$ cat config.mk
export PLATFORM = sky130hd
export DESIGN_NAME = tt_um_flappy_bird
export DESIGN_NICKNAME = d
export VERILOG_FILES = /design/src/rtl/flappy_pkg.sv /design/src/rtl/flappy_bird_vga_timing.sv /design/src/rtl/tt_um_flappy_bird.sv
export SDC_FILE = /design/constraint.sdc
export NUM_CORES = 1
export LEC_CHECK = 0
export BUFFER_PORTS_ARGS = -buffer_cell sky130_fd_sc_hd__buf_4
export CAP_MARGIN = 20
export CORE_UTILIZATION = 30
export CTS_BUF_LIST = sky130_fd_sc_hd__clkbuf_2
export DETAILED_ROUTE_END_ITERATION = 16
export PLACE_DENSITY = 0.51
export SYNTH_ARGS = -nofsm -noshare
export SYNTH_HDL_FRONTEND = slang
export SYNTH_SLANG_ARGS = --single-unit
$ cat constraint.sdc
create_clock -name clk -period 8.5 [get_ports clk]
set_clock_uncertainty 0.2 [all_clocks]
set_input_delay 1.7 -clock clk [delete_from_list [all_inputs] [get_ports clk]]
set_output_delay 1.7 -clock clk [all_outputs]
set_load 0.02 [all_outputs]
$ cat src/rtl/flappy_pkg.sv
// Shared constants for the Flappy Bird VGA game: 640x480@60 timing, colours,
// reset positions and pipe geometry.
package flappy_pkg;

    localparam logic [9:0] H_VISIBLE    = 10'd640;
    localparam logic [9:0] H_SYNC_START = 10'd656;
    localparam logic [9:0] H_SYNC_END   = 10'd751;
    localparam logic [9:0] H_LAST       = 10'd799;
    localparam logic [9:0] V_VISIBLE    = 10'd480;
    localparam logic [9:0] V_SYNC_START = 10'd490;
    localparam logic [9:0] V_SYNC_END   = 10'd491;
    localparam logic [9:0] V_LAST       = 10'd524;

    localparam logic [9:0] BIRD_X      = 10'd160;
    localparam logic [9:0] BIRD_Y_RST  = 10'd232;
    localparam logic [9:0] PIPE_X_RST  = 10'd640;
    localparam logic [9:0] PIPE_W      = 10'd48;
    localparam logic [9:0] PIPE_SPEED  = 10'd2;
    localparam logic [9:0] GAP_Y_RST   = 10'd176;
    localparam logic [9:0] GAP_BASE    = 10'd64;
    localparam logic [9:0] GRAVITY     = 10'd2;
    localparam logic [7:0] LFSR_SEED   = 8'hA5;

    typedef struct packed {
        logic [1:0] r;
        logic [1:0] g;
        logic [1:0] b;
    } rgb_t;

    localparam rgb_t COL_BLACK = 6'b00_00_00;
    localparam rgb_t COL_BIRD  = 6'b11_11_00;
    localparam rgb_t COL_PIPE  = 6'b00_11_00;
    localparam rgb_t COL_SKY   = 6'b00_10_11;
    localparam rgb_t COL_OVER  = 6'b11_00_00;

    typedef enum logic {
        ST_PLAY,
        ST_OVER
    } game_state_t;

    // Fibonacci LFSR with taps 8,6,5,4
    function automatic logic [7:0] lfsr_next(input logic [7:0] s);
        return {s[6:0], s[7] ^ s[5] ^ s[4] ^ s[3]};
    endfunction

endpackage

$ cat src/rtl/flappy_bird_vga_timing.sv
// 640x480@60 pixel/line counters with active-low sync generation.
module vga_timing
    import flappy_pkg::*;
(
    input  logic       clk,
    input  logic       rst_n,
    output logic [9:0] h_count,
    output logic [9:0] v_count,
    output logic       hsync,
    output logic       vsync,
    output logic       visible
);

    always_ff @(posedge clk or negedge rst_n) begin
        if (!rst_n) begin
            h_count <= 10'd0;
            v_count <= 10'd0;
        end else if (h_count == H_LAST) begin
            h_count <= 10'd0;
            v_count <= (v_count == V_LAST) ? 10'd0 : v_count + 10'd1;
        end else begin
            h_count <= h_count + 10'd1;
        end
    end

    assign hsync   = !((h_count >= H_SYNC_START) && (h_count <= H_SYNC_END));
    assign vsync   = !((v_count >= V_SYNC_START) && (v_count <= V_SYNC_END));
    assign visible = (h_count < H_VISIBLE) && (v_count < V_VISIBLE);

endmodule

$ cat src/rtl/tt_um_flappy_bird.sv
// Flappy Bird game top: per-frame game update and registered VGA pixel mux.
// Optional build macro FLAPPY_GRAVITY_EN pulls an idle bird downwards.
module tt_um_flappy_bird
    import flappy_pkg::*;
#(
    parameter int BIRD_SIZE = 16,
    parameter int GAP_H     = 128,
    parameter int STEP      = 4
) (
    input  logic       clk,
    input  logic       rst_n,
    input  logic       ena,
    input  logic [7:0] ui_in,
    output logic [7:0] uo_out,
    input  logic [7:0] uio_in,
    output logic [7:0] uio_out,
    output logic [7:0] uio_oe
);

    localparam logic [9:0] BIRD_SZ    = 10'(BIRD_SIZE);
    localparam logic [9:0] GAP        = 10'(GAP_H);
    localparam logic [9:0] STEP_PX    = 10'(STEP);
    localparam logic [9:0] BIRD_Y_MAX = 10'(480 - BIRD_SIZE);

    logic [9:0]  h_count, v_count;
    logic        hsync, vsync, visible;
    logic        frame_tick;
    logic        up, down, restart;
    logic        unused;

    game_state_t state, state_n;
    logic [9:0]  bird_y, bird_y_n;
    logic [9:0]  pipe_x, pipe_x_n;
    logic [9:0]  gap_y, gap_y_n;
    logic [7:0]  lfsr, lfsr_n;
    logic [7:0]  score, score_n;
    logic [9:0]  pipe_right, pipe_right_n;
    logic        hit;
    logic        game_over;
    logic        in_bird, in_pipe;
    rgb_t        colour;

    vga_timing u_timing (
        .clk     (clk),
        .rst_n   (rst_n),
        .h_count (h_count),
        .v_count (v_count),
        .hsync   (hsync),
        .vsync   (vsync),
        .visible (visible)
    );

    assign unused     = &{1'b0, ena, uio_in, ui_in[7:3]};
    assign up         = ui_in[0];
    assign down       = ui_in[1];
    assign restart    = ui_in[2];
    assign frame_tick = (h_count == 10'd0) && (v_count == V_VISIBLE);
    assign game_over  = (state == ST_OVER);

    always_ff @(posedge clk or negedge rst_n) begin
        if (!rst_n) begin
            state  <= ST_PLAY;
            bird_y <= BIRD_Y_RST;
            pipe_x <= PIPE_X_RST;
            gap_y  <= GAP_Y_RST;
            lfsr   <= LFSR_SEED;
            score  <= 8'd0;
        end else begin
            state  <= state_n;
            bird_y <= bird_y_n;
            pipe_x <= pipe_x_n;
            gap_y  <= gap_y_n;
            lfsr   <= lfsr_n;
            score  <= score_n;
        end
    end

    // Collision is judged on the positions produced by this same update
    always_comb begin
        state_n      = state;
        bird_y_n     = bird_y;
        pipe_x_n     = pipe_x;
        gap_y_n      = gap_y;
        lfsr_n       = lfsr;
        score_n      = score;
        pipe_right   = pipe_x + PIPE_W;
        pipe_right_n = pipe_right;
        hit          = 1'b0;
        if (frame_tick) begin
            if (restart) begin
                state_n  = ST_PLAY;
                bird_y_n = BIRD_Y_RST;
                pipe_x_n = PIPE_X_RST;
                gap_y_n  = GAP_Y_RST;
                lfsr_n   = LFSR_SEED;
                score_n  = 8'd0;
            end else begin
                lfsr_n = lfsr_next(lfsr);
                if (state == ST_PLAY) begin
                    if (up && !down) begin
                        bird_y_n = (bird_y < STEP_PX) ? 10'd0 : bird_y - STEP_PX;
                    end else if (down && !up) begin
                        bird_y_n = (bird_y > BIRD_Y_MAX - STEP_PX) ? BIRD_Y_MAX : bird_y + STEP_PX;
                    end
`ifdef FLAPPY_GRAVITY_EN
                    else begin
                        bird_y_n = (bird_y > BIRD_Y_MAX - GRAVITY) ? BIRD_Y_MAX : bird_y + GRAVITY;
                    end
`endif
                    if (pipe_x < PIPE_SPEED) begin
                        pipe_x_n = PIPE_X_RST;
                        gap_y_n  = GAP_BASE + {2'b00, lfsr};
                    end else begin
                        pipe_x_n = pipe_x - PIPE_SPEED;
                    end
                    pipe_right_n = pipe_x_n + PIPE_W;
                    if ((pipe_right >= BIRD_X) && (pipe_right_n < BIRD_X)) begin
                        score_n = score + 8'd1;
                    end
                    hit = (pipe_x_n < BIRD_X + BIRD_SZ) && (pipe_right_n > BIRD_X) &&
                          ((bird_y_n < gap_y_n) || (bird_y_n + BIRD_SZ > gap_y_n + GAP));
                    if (hit) begin
                        state_n = ST_OVER;
                    end
                end
            end
        end
    end

    assign in_bird = (h_count >= BIRD_X) && (h_count < BIRD_X + BIRD_SZ) &&
                     (v_count >= bird_y) && (v_count < bird_y + BIRD_SZ);
    assign in_pipe = (h_count >= pipe_x) && (h_count < pipe_x + PIPE_W) &&
                     ((v_count < gap_y) || (v_count >= gap_y + GAP));

    always_comb begin
        colour = COL_BLACK;
        if (visible) begin
            if (in_bird) begin
                colour = COL_BIRD;
            end else if (in_pipe) begin
                colour = COL_PIPE;
            end else if (game_over) begin
                colour = COL_OVER;
            end else begin
                colour = COL_SKY;
            end
        end
    end

    // Syncs go through the same register as colour so they stay aligned
    always_ff @(posedge clk or negedge rst_n) begin
        if (!rst_n) begin
            uo_out <= 8'h88;
        end else begin
            uo_out <= {hsync, colour.b[0], colour.g[0], colour.r[0],
                       vsync, colour.b[1], colour.g[1], colour.r[1]};
        end
    end

    assign uio_out = score;
    assign uio_oe  = 8'hFF;

endmodule

======== Word-level counts from Yosys, hierarchy flattened ========
Cells that the tools add are included.
storage, ports and cells
  output and inout port bits .............. 24
  register bits after elaboration ......... 75
operators by class
  reductions and logical operators ........ 24
  bitwise gates (word level) .............. 3
  $lt $le $gt $ge ......................... 23
  $add $sub $neg .......................... 13
  eq/ne operators ......................... 4
  muxes and demuxes ....................... 34
operators with widths
  kind                                                                 number
  2-to-1 mux 10 bit                                                    23
  less-than comparator 10 bit                                          4
  2-to-1 mux 8 bit                                                     4
  greater-or-equal comparator 10 bit                                   3
  less-than comparator 10 x 8 -> 1 bit (second input constant)         3
  2-to-1 mux 6 bit                                                     4
  adder 10 x 1 -> 10 bit (second input constant)                       2
  adder 10 x 5 -> 10 bit (second input constant)                       2
  adder 10 x 6 -> 10 bit (second input constant)                       2
  adder 10 x 8 -> 10 bit (second input constant)                       2
  equality test 10 bit (second input constant)                         2
  greater-or-equal comparator 10 x 8 -> 1 bit (second input constant)  2
  logical AND 1 bit                                                    14
  adder 10 x 3 -> 10 bit (second input constant)                       1
  equality test 10 x 9 -> 1 bit (second input constant)                1
  greater-or-equal comparator 10 bit (second input constant)           1
  greater-or-equal comparator 10 x 9 -> 1 bit (second input constant)  1
  > comparator 10 bit                                                  1
  > comparator 10 x 8 -> 1 bit (second input constant)                 1
  > comparator 10 x 9 -> 1 bit (second input constant)                 1
  <= comparator 10 bit (second input constant)                         1
  <= comparator 10 x 9 -> 1 bit (second input constant)                1
  logical NOT 10 bit                                                   1
  less-than comparator 10 bit (second input constant)                  1
  other kinds (15)                                                     23

======== Depth between registers and ports, before layout ========
Gate-level depths: netlist (run 1).
  depth after elaboration ................. 14
  gate-level depth with buffers ........... 19
  gate-level depth less buffers ........... 18

======== Hierarchy ========
A second synthesis (run 1) with hierarchy kept.
second synthesis, totals
  cells, all modules ...................... 720
  area, all modules ....................... 6192.2 µm²
by module, submodules not included
  module             cells an instance  instances  area an instance (µm²)
  tt_um_flappy_bird  612                1          5081.1
  vga_timing         108                1          1111.1

======== Worst setup path after synthesis (run 1) ========
Ideal clock, no wire load.
  kind .................................... input port to flip-flop
  from .................................... input port ui_in[0]
  to ...................................... register state, in the netlist game_over
  slack ................................... 3913 ps
  data required time ...................... 8173 ps
  arrival ................................. 4260 ps
  cell stages on the path ................. 13
  path buffers ............................ 0
  path through ............................ nor2b_1 > and3_1 > a311oi_1 > o21ai_0 > nand3_1 > or3_1 > nor3_1 > xnor2_1 > ha_1 > or4_1 > a21oi_1 > a2bb2oi_1 > o21ai_0
between the ends
  cells in the longest elaborated chain, start to end .. 14
  elaborated cells on any way between the ends .. 16
ends and longest elaborated chain
  item                    RTL line                  text
  start: declaration      tt_um_flappy_bird.sv:13   input logic [7:0] ui_in,
  logical NOT 1 bit       tt_um_flappy_bird.sv:102  end else if (down && !up) begin
  logical AND 1 bit       tt_um_flappy_bird.sv:102
  2-to-1 mux 10 bit       tt_um_flappy_bird.sv:102
  2-to-1 mux 10 bit (*)   tt_um_flappy_bird.sv:100  if (up && !down) begin
  2-to-1 mux 10 bit (*)   tt_um_flappy_bird.sv:99   if (state == ST_PLAY) begin
  2-to-1 mux 10 bit (*)   tt_um_flappy_bird.sv:90   if (restart) begin
  2-to-1 mux 10 bit (*)   tt_um_flappy_bird.sv:89   if (frame_tick) begin
  adder 10 x 5 -> 10 bit  tt_um_flappy_bird.sv:121  ((bird_y_n < gap_y_n) || (bird_y_n + BIRD_SZ > gap_y_n + GAP));
  > comparator 10 bit     tt_um_flappy_bird.sv:121
  logical OR 1 bit (*)    tt_um_flappy_bird.sv:121
  logical AND 1 bit (*)   tt_um_flappy_bird.sv:120  hit = (pipe_x_n < BIRD_X + BIRD_SZ) && (pipe_right_n > BIRD_X) &&
  2-to-1 mux 1 bit (*)    tt_um_flappy_bird.sv:122  if (hit) begin
  2-to-1 mux 1 bit (*)    tt_um_flappy_bird.sv:99
  2-to-1 mux 1 bit (*)    tt_um_flappy_bird.sv:90
  end signal: assignment  tt_um_flappy_bird.sv:69   state <= state_n;
  end: declaration        tt_um_flappy_bird.sv:31   game_state_t state, state_n;
Every way passes the cells marked *; elsewhere a longest branch is shown, timed or not. The select of a mux whose other input is x is not followed.
A chain may end at the register's enable or synchronous reset.

======== Final worst setup path (run 1) ========
Ends and elaborated chain as after synthesis.

==> impl_metrics.json, run 1 <==
{
  "synth_top_area_cell": "dfrtp_1",
  "final.period_utilization": 0.5840,
  "path_clk_slew_ps": 220,
  "grt_pass1_vias": 4683,
  "num_vias": 4892,
  "post-synth-top-count-cell": "ha_1",
  "synth_area_leaders": "dfrtp_1, ha_1, dfstp_2",
  "synth_edf_count": 0,
  "drv_cap": 0,
  "status": "completed",
  "hold_slack_ps": 309.7,
  "stdcell_count": 977,
  "critPathArrivalTime_ps": 5240,
  "antenna_found_initial": 0,
  "drtIter0Drc": 242,
  "area_growth_pct": 8.231,
  "rsz0062_at_grt": "false",
  "diodes": 0,
  "layout.nets": 808,
  "hp-class": "reg2reg",
  "cts_setup_buffers": 0,
  "die_w_um": 143.5,
  "row_count": 51,
  "setup_tns_ps": 0,
  "clockBufferDepth": 2,
  "dp_hpwl_mm": 11.33,
  "power_density_nw_per_um2": 93.67,
  "yosysWarnings": 0,
  "hold_buffers": 0,
  "wl_per_cell_um": 15.48,
  "vdd_ir_drop_max_uv": 54.08,
  "placed_area_um2": 6382,
  "slew-limit-headroom": 0.3507,
  "netlist_instances": 694,
  "syn-cell-area_um2": 6005,
  "synth_common_cells": "ha_1, nand2_1, dfrtp_1, nor2_1, inv_1",
  "endpoint_kind": "register",
  "fin_area_um2": 6499,
  "dr.pass1.iters": 5,
  "synth_ff_type": "dfrtp_1",
  "layout-drive-gt1-share": 0.09691,
  "max_freq_mhz": 201.5,
  "cp.required_ps": 8780,
  "io_pins": 43,
  "cts_tree": "done",
  "yosysSeqAreaShare": 0.3074,
  "port_buffers": 20,
  "wl_mm": 15.13,
  "initial_utilization": 0.3075,
  "htree_levels": 3,
  "synthArstFlopShare": 1.000,
  "viasPerCell": 5.007,
  "grt_max_degree": 74,
  "grt.overflow.total": 0,
  "p_leak_nw": 2.981,
  "grt_pass1_wl_mm": 24.77,
  "drv_slew": 0,
  "root_buffer": "clkbuf_2",
  "avgSynthCellArea_um2": 8.652,
  "crit_type": "in2reg",
  "finalSetupViolCount": 0,
  "period_needed_ps": 4964,
  "fp.dieH_um": 143.5,
  "ys_types": 72,
  "antenna_left": 0,
  "drc": 0,
  "cts_buffers": 9,
  "dp.cells": 961,
  "cts_resized": 0,
  "tightestPinTransition_ps": 974.0,
  "core-area_um2": 19530,
  "p_total_w": 0.0006087,
  "insertion_delay_ps": 580,
  "hold_viol": 0,
  "track_usage": 0.1569,
  "cts_sinks": 73,
  "cp_max_fo": 12,
  "synth_top_area_frac": 0.2417,
  "gp_congestion": 0.8184,
  "worstSetupStartpointType": "input port",
  "dieArea_um2": 20590,
  "ys_ff_latch": 73
}
logic make-up (layout without fill, tap and decap cells):
group	Yosys count	after routing	synth area share
and+or+nand+nor	251	251	0.2175
AOI/OAI and AO/OA	153	153	0.1659
adders and majority gates	82	82	0.1709
buffers and inverters	82	93	0.05918
DFF	73	73	0.3074
xor gates and xnor gates	41	41	0.05980
muxes	11	11	0.01875
other	1	8	0.0006245
cells in the final DEF (no fill, tap or decap), types with 11 or more instances in the layout:
cell      n
a21oi_1  32
and3_1   11
buf_4    23
dfrtp_1  58
dfstp_2  15
ha_1     82
inv_1    52
nand2_1  64
nand3_1  28
nand4_1  16
nor2_1   54
nor3_1   18
o21ai_0  50
xnor2_1  25
xor2_1   16
through the flow:
step	setup WS (ps)	utilization
floorplan	3913	-
global placement	3020	0.3269
detailed placement	2994	0.3269
CTS	3639	0.3328
global route	3460	0.3328
finish	3536	0.3328
metal layers:
metal  track usage  wire, um  up-vias
li1              -         -     2490
met1        0.2204      7779     2298
met2        0.2443      6670       93
met3       0.03132       511       11
met4       0.03919       164        0
met5             0         0        -
worst max-delay path: stages:
cell and delay (ps):
buf_4 120, nor2b_1 600, o21ai_1 400, o21ai_0 190, nand3_1 250, or3_1 460
nor3_1 240, xnor2_1 100, ha_1 220, or4_1 470, a21oi_1 130, a2bb2oi_1 240
o21ai_0 120
worst paths after layout:
kind,startpoint,to,slack (ps),cells after the start
worst max-delay path,ui_in[0],game_over,3540,13
min in group asynchronous,rst_n,pipe_x[1],1050,1
worst min register to register,u_timing.h_count[0],u_timing.h_count[0],310,1
worst max register to register,bird_y[5],game_over,4270,15
max in group asynchronous,rst_n,bird_y[9],6440,1
worst min-delay path,u_timing.h_count[0],u_timing.h_count[0],310,1
report_power, final:
part           internal, W  switching (W)
registers         0.000352     0.00000377
logic            0.0000155      0.0000298
clock network    0.0000671       0.000140
sequential cells by signal (all words and copies together) (netlist names):
register / cells
lfsr: 8
gap_y: 10
uo_out: 6
u_timing.v_count: 10
u_timing.h_count: 10
uio_out: 8
bird_y: 10
game_over: 1
pipe_x: 10
final cells by class:
type	instances	area, um^2
tap	265	331.6
sequential	73	1846
inverter	54	202.7
multi-input combinational	546	3830
fill	2107	13030
clock inverter	7	71.32
clock buffer	9	45.04
timing repair buffer	23	172.7
Note: power is estimated with default switching activity, not from simulation.
==> inputs of run 2 (changes only) <==
- PLACE_DENSITY: 0.51 -> 0.53
- clock period: 8.5 -> 4.2 ns (I/O delays scaled with it)
==> run 2 against run 1 <==
Net effect: cell count rose by 1.5%; critical path depth rose by 2; die area did not move; worst setup slack got worse by 3200 ps; largest power group unchanged.
==> impl_metrics.json, run 2 (synthesis gave the netlist of run 1 again) <==
{
  "grt_pass1_wl_mm": 25.47,
  "cts_sinks": 73,
  "max_freq_mhz": 257.6,
  "p_int_w": 0.0009433,
  "swShare": 0.2703,
  "critPathArrivalTime_ps": 4180,
  "p_seq_frac": 0.557,
  "endpoint_kind": "register",
  "crit_type": "reg2reg",
  "grt.overflow.total": 0,
  "setup_tns_ps": 0,
  "grt.met1_usage": 0.2265,
  "gp_congestion": 0.8213,
  "status": "completed",
  "cp.required_ps": 4490,
  "wl_per_cell_um": 15.46,
  "viasPerCell": 5.056,
  "grtUsageMet3": 0.02899,
  "htree_levels": 3,
  "dr.pass1.iters": 5,
  "hp-class": "in2async",
  "cp_max_fo": 5,
  "finalSetupViolCount": 0,
  "path_clk_slew_ps": 230,
  "layout.nets": 822,
  "io_pins": 43,
  "cts_buffers": 9,
  "p_leak_nw": 3.069,
  "grt_max_degree": 74,
  "layout_common_cells": "ha_1, nand2_1, dfrtp_1",
  "fp.dieH_um": 143.5,
  "die_w_um": 143.5,
  "grtUsageMet2": 0.2504,
  "antenna_left": 0,
  "drv_slew": 0,
  "row_count": 51,
  "drc": 0,
  "period_needed_ps": 3883,
  "r2r-start": "bird_y[3]",
  "fillers": 2098,
  "rsz0062_at_grt": "false",
  "dieArea_um2": 20590,
  "drv_cap": 0,
  "grt_pass1_vias": 4810,
  "pre_cts_ws_ps": 212.7,
  "worstSetupStartpointType": "register",
  "area_growth_pct": 10.36,
  "final_common_cell": "ha_1",
  "slew-limit-headroom": 0.3502,
  "layout-drive-gt1-share": 0.1157,
  "hold_viol": 0,
  "root_buffer": "clkbuf_2",
  "gr-max-usage-layer": "met2",
  "dp_hpwl_mm": 11.42,
  "p_comb_frac": 0.073,
  "power_density_nw_per_um2": 195.1,
  "track_usage": 0.1606,
  "rr_endpoint": "game_over",
  "cts_tree": "done",
  "insertion_delay_ps": 590,
  "worstRegToRegCells": 15,
  "hold_buffers": 0,
  "core-area_um2": 19530,
  "switchingPower_w": 0.0003495,
  "port_buffers": 20,
  "clockBufferDepth": 2,
  "vdd_ir_drop_max_uv": 158.6,
  "r2r_slack_ps": 320,
  "initial_utilization": 0.3075,
  "final.period_utilization": 0.9244,
  "drtIter0Drc": 281,
  "clockPowerShare": 0.369,
  "wl_mm": 15.34,
  "tightestPinTransition_ps": 974.8,
  "antenna_found_initial": 1,
  "fin_ws_ps": 317.4,
  "num_vias": 5016
}
run 2: what timing repair did:
action | CTS | global route
resized for setup | 0 | 1
setup endpoints to repair | 0 | 1
buffers inserted | 0 | 1
run 2: through the flow:
stage	total power, W	area (um^2)	std cells	utilization	hold WS (ps)
after floorplan	0.0007935	6031	701	-	254.6
after global placement	0.0008273	6480	974	0.3319	287.2
after detailed placement	0.0008277	6480	974	0.3319	287.8
after CTS	0.001319	6613	990	0.3387	161.4
after global routing	0.001359	6626	992	0.3394	182.6
final	0.001293	6626	992	0.3394	170.5
run 2: area by class of cell:
type / count / area, um^2 / area share
Inverter: 54 / 202.7 / 0.03059
Clock buffer: 10 / 50.05 / 0.007553
Multi-Input combinational cell: 546 / 3834 / 0.5785
Antenna cell: 1 / 2.502 / 0.0003776
Clock inverter: 6 / 82.58 / 0.01246
Timing Repair Buffer: 37 / 277.8 / 0.04192
Tap cell: 265 / 331.6 / 0.05004
Sequential cell: 73 / 1846 / 0.2785
run 2: how the worst max path moves through the flow:
stage	endpoint	start	slack (ps)
2_1_floorplan	game_over	ui_in[0]	470
3_3_place_gp	game_over	ui_in[0]	180
3_5_place_dp	game_over	ui_in[0]	210
4_1_cts	game_over	bird_y[3]	260
5_1_grt	game_over	bird_y[3]	4
6_report	game_over	bird_y[3]	320
run 2: per-layer routing:
metal,up-vias,share of wire
met3,14,0.031
met2,76,0.44
li1,2516,-
met5,-,0
met4,0,0.014
met1,2410,0.52
run 2: critical path: stages, from the launching register on:
cell and delay, ps:
dfstp_2 610, inv_1 90, ha_1 220, nand2b_1 190, nand3_1 120, nand4b_1 210, and2_1 180, nand2_1 100
or3_1 410, nor3_1 220, xnor2_1 100, ha_1 230, or4_1 480, a21oi_1 130, a2bb2oi_1 200, o21ai_0 110
run 2: power groups by stage:
stage | clock network [W] | registers, W | logic, W
floorplan | 0 | 0.000733 | 0.0000604
global placement | 0 | 0.000732 | 0.0000951
detailed placement | 0 | 0.000732 | 0.0000955
CTS | 0.000502 | 0.000721 | 0.0000961
global route | 0.000529 | 0.000722 | 0.000108
finish | 0.000478 | 0.000721 | 0.0000946
==> inputs of run 3 (changes only) <==
- SYNTH_HIERARCHICAL: unset -> 1
==> run 3 against run 2 <==
Net effect: non-clock buffer count is 17 higher; largest power group unchanged; critical endpoint unchanged; maximum frequency is 2.5% lower; largest cell class unchanged; cell count is 4.0% higher; routed wire length is 4.5% higher; hold slack worse by 45 ps; synthesized cell count is 3.7% higher.
==> impl_metrics.json, run 3 <==
{
  "fillers": 2077,
  "row_count": 52,
  "ys_types": 80,
  "p_total_w": 0.001432,
  "worstSetupStartpointType": "register",
  "ys_ff_latch": 73,
  "synth_top_area_frac": 0.2344,
  "crit_chain": "inv_2 -> ha_2 -> nor4bb_4 -> o31ai_2 -> and2_1 -> or4b_2 -> nand3b_1 -> nor3_1 -> nor3b_2 -> xnor2_1 -> ha_1 -> nand3_1 -> o41ai_2 -> a31oi_1 -> a211oi_2 -> buf_4 -> nor3b_1",
  "layout.nets": 858,
  "hold_viol": 0,
  "dr.pass1.iters": 4,
  "layout-drive-gt1-share": 0.1577,
  "io_pins": 43,
  "critPathTopFamily": "simple AND/OR/NAND/NOR gates",
  "grtUsageMet2": 0.2498,
  "fin_ws_ps": 218.9,
  "power_density_nw_per_um2": 206.6,
  "drv_slew": 0,
  "yosysWarnings": 6,
  "gr-max-usage-layer": "met2",
  "die_w_um": 145.7,
  "grtUsageMet3": 0.02132,
  "antenna_found_initial": 1,
  "final.period_utilization": 0.9479,
  "cp_slowest_cell": "or4b_2",
  "wl_per_cell_um": 15.54,
  "grt.overflow.total": 0,
  "netlist_instances": 720,
  "critPathArrivalTime_ps": 4330,
  "rsz0062_at_grt": "false",
  "synth_common_cells": "ha_1, nand2_1, dfrtp_1, inv_1, nor2_1",
  "num_vias": 5192,
  "core-area_um2": 20230,
  "synthArstFlopShare": 1.000,
  "cp_max_fo": 5,
  "cts_tree": "done",
  "antenna_left": 0,
  "cp.required_ps": 4550,
  "track_usage": 0.1585,
  "period_needed_ps": 3981,
  "grt_pass1_wl_mm": 26.94,
  "synth_edf_count": 0,
  "status": "completed",
  "synth_top_area_cell": "dfrtp_1",
  "p_leak_nw": 3.259,
  "port_buffers": 20,
  "endpoint_kind": "register",
  "layout_common_cells": "ha_1, nand2_1, dfrtp_1",
  "synth_area_leaders": "dfrtp_1, ha_1, dfstp_2",
  "hp-class": "in2async",
  "grt_max_degree": 69,
  "setup_tns_ps": 0,
  "crit_type": "reg2reg",
  "hold_buffers": 0,
  "yosysSeqAreaShare": 0.2980,
  "htree_levels": 3,
  "slew-limit-headroom": 0.3544,
  "root_buffer": "clkbuf_2",
  "dp_hpwl_mm": 11.77,
  "cts_sinks": 73,
  "grt.met1_usage": 0.2217,
  "viasPerCell": 5.031,
  "critPathMaxStageDelay_ps": 640,
  "area_growth_pct": 11.96,
  "gp_congestion": 0.8528,
  "drtIter0Drc": 207,
  "pre_cts_ws_ps": 35.74,
  "tightestPinTransition_ps": 968.4,
  "cts_buffers": 9,
  "wl_mm": 16.04,
  "crit_buf_inv": 2,
  "fp.dieH_um": 145.7,
  "post-synth-top-count-cell": "ha_1",
  "max_freq_mhz": 251.2,
  "syn-cell-area_um2": 6192,
  "path_clk_slew_ps": 280,
  "grt_pass1_vias": 5079,
  "synth_ff_type": "dfrtp_1",
  "final_common_cell": "ha_1",
  "drc": 0,
  "avgSynthCellArea_um2": 8.600,
  "initial_utilization": 0.3060,
  "dieArea_um2": 21220,
  "clockBufferDepth": 2,
  "drv_cap": 0,
  "vdd_ir_drop_max_uv": 101.6,
  "insertion_delay_ps": 610,
  "finalSetupViolCount": 0
}
-- run 3: routing by layer --
metal	part of all wire	routed length, um
met1	0.49	7915
met2	0.46	7346
met3	0.031	504
met4	0.017	270
met5	0	0
-- run 3: cell families (layout without fill, tap and decap cells) --
logic type,after synthesis,count (layout),synth area share
muxes,6,6,0.009901
other,1,9,0.0006056
and+or+nand+nor,261,261,0.2322
adders and majority gates,83,83,0.1677
AOI/OAI and AO/OA,168,168,0.1742
xor gates and xnor gates,36,36,0.05213
buffers and inverters,92,126,0.06526
DFF,73,73,0.2980
-- run 3: area by class of cell --
cell class	count	area (um^2)	area share
inverters	56	210.2	0.03032
diodes	1	2.502	0.0003609
flip-flops and latches	73	1846	0.2662
repair buffers	54	405.4	0.05847
multi-input cells	562	4025	0.5806
clock buffers	9	45.04	0.006497
well taps	270	337.8	0.04873
clock inverters	7	61.31	0.008843
-- run 3: worst paths after layout --
check	startpoint	slack, ps	cells after the start	endpoint
max	bird_y[4]	220	17	game_over
min	rst_n	130	1	bird_y[4]
max reg2reg	bird_y[4]	220	17	game_over
min reg2reg	lfsr[5]	310	2	lfsr[6]
max in group asynchronous	rst_n	2870	2	uo_out[7]
min in group clk	lfsr[5]	310	2	lfsr[6]
-- run 3: stage by stage --
| stage | cells | utilization | area, um^2 | hold WS [ps] |
|---|---|---|---|---|
| after floorplan | 727 | - | 6218 | 249.8 |
| after global placement | 1011 | 0.3330 | 6738 | 262.4 |
| after detailed placement | 1011 | 0.3330 | 6738 | 275.6 |
| after CTS | 1027 | 0.3382 | 6844 | 125.9 |
| after global routing | 1032 | 0.3426 | 6933 | 151.2 |
| final | 1032 | 0.3426 | 6933 | 125.3 |
-- run 3: power breakdown --
| part | leakage (nW) | switching [W] | total (W) | internal (W) |
|---|---|---|---|---|
| Sequential | 0.860 | 0.0000164 | 0.000740 | 0.000724 |
| Combinational | 2.34 | 0.000164 | 0.000287 | 0.000124 |
| Clock | 0.0614 | 0.000316 | 0.000405 | 0.0000893 |
-- run 3: repair_timing --
item                                    CTS  global route
buffers inserted                          0             4
endpoints found under the setup margin    0             1
gates resized for setup                   0            13
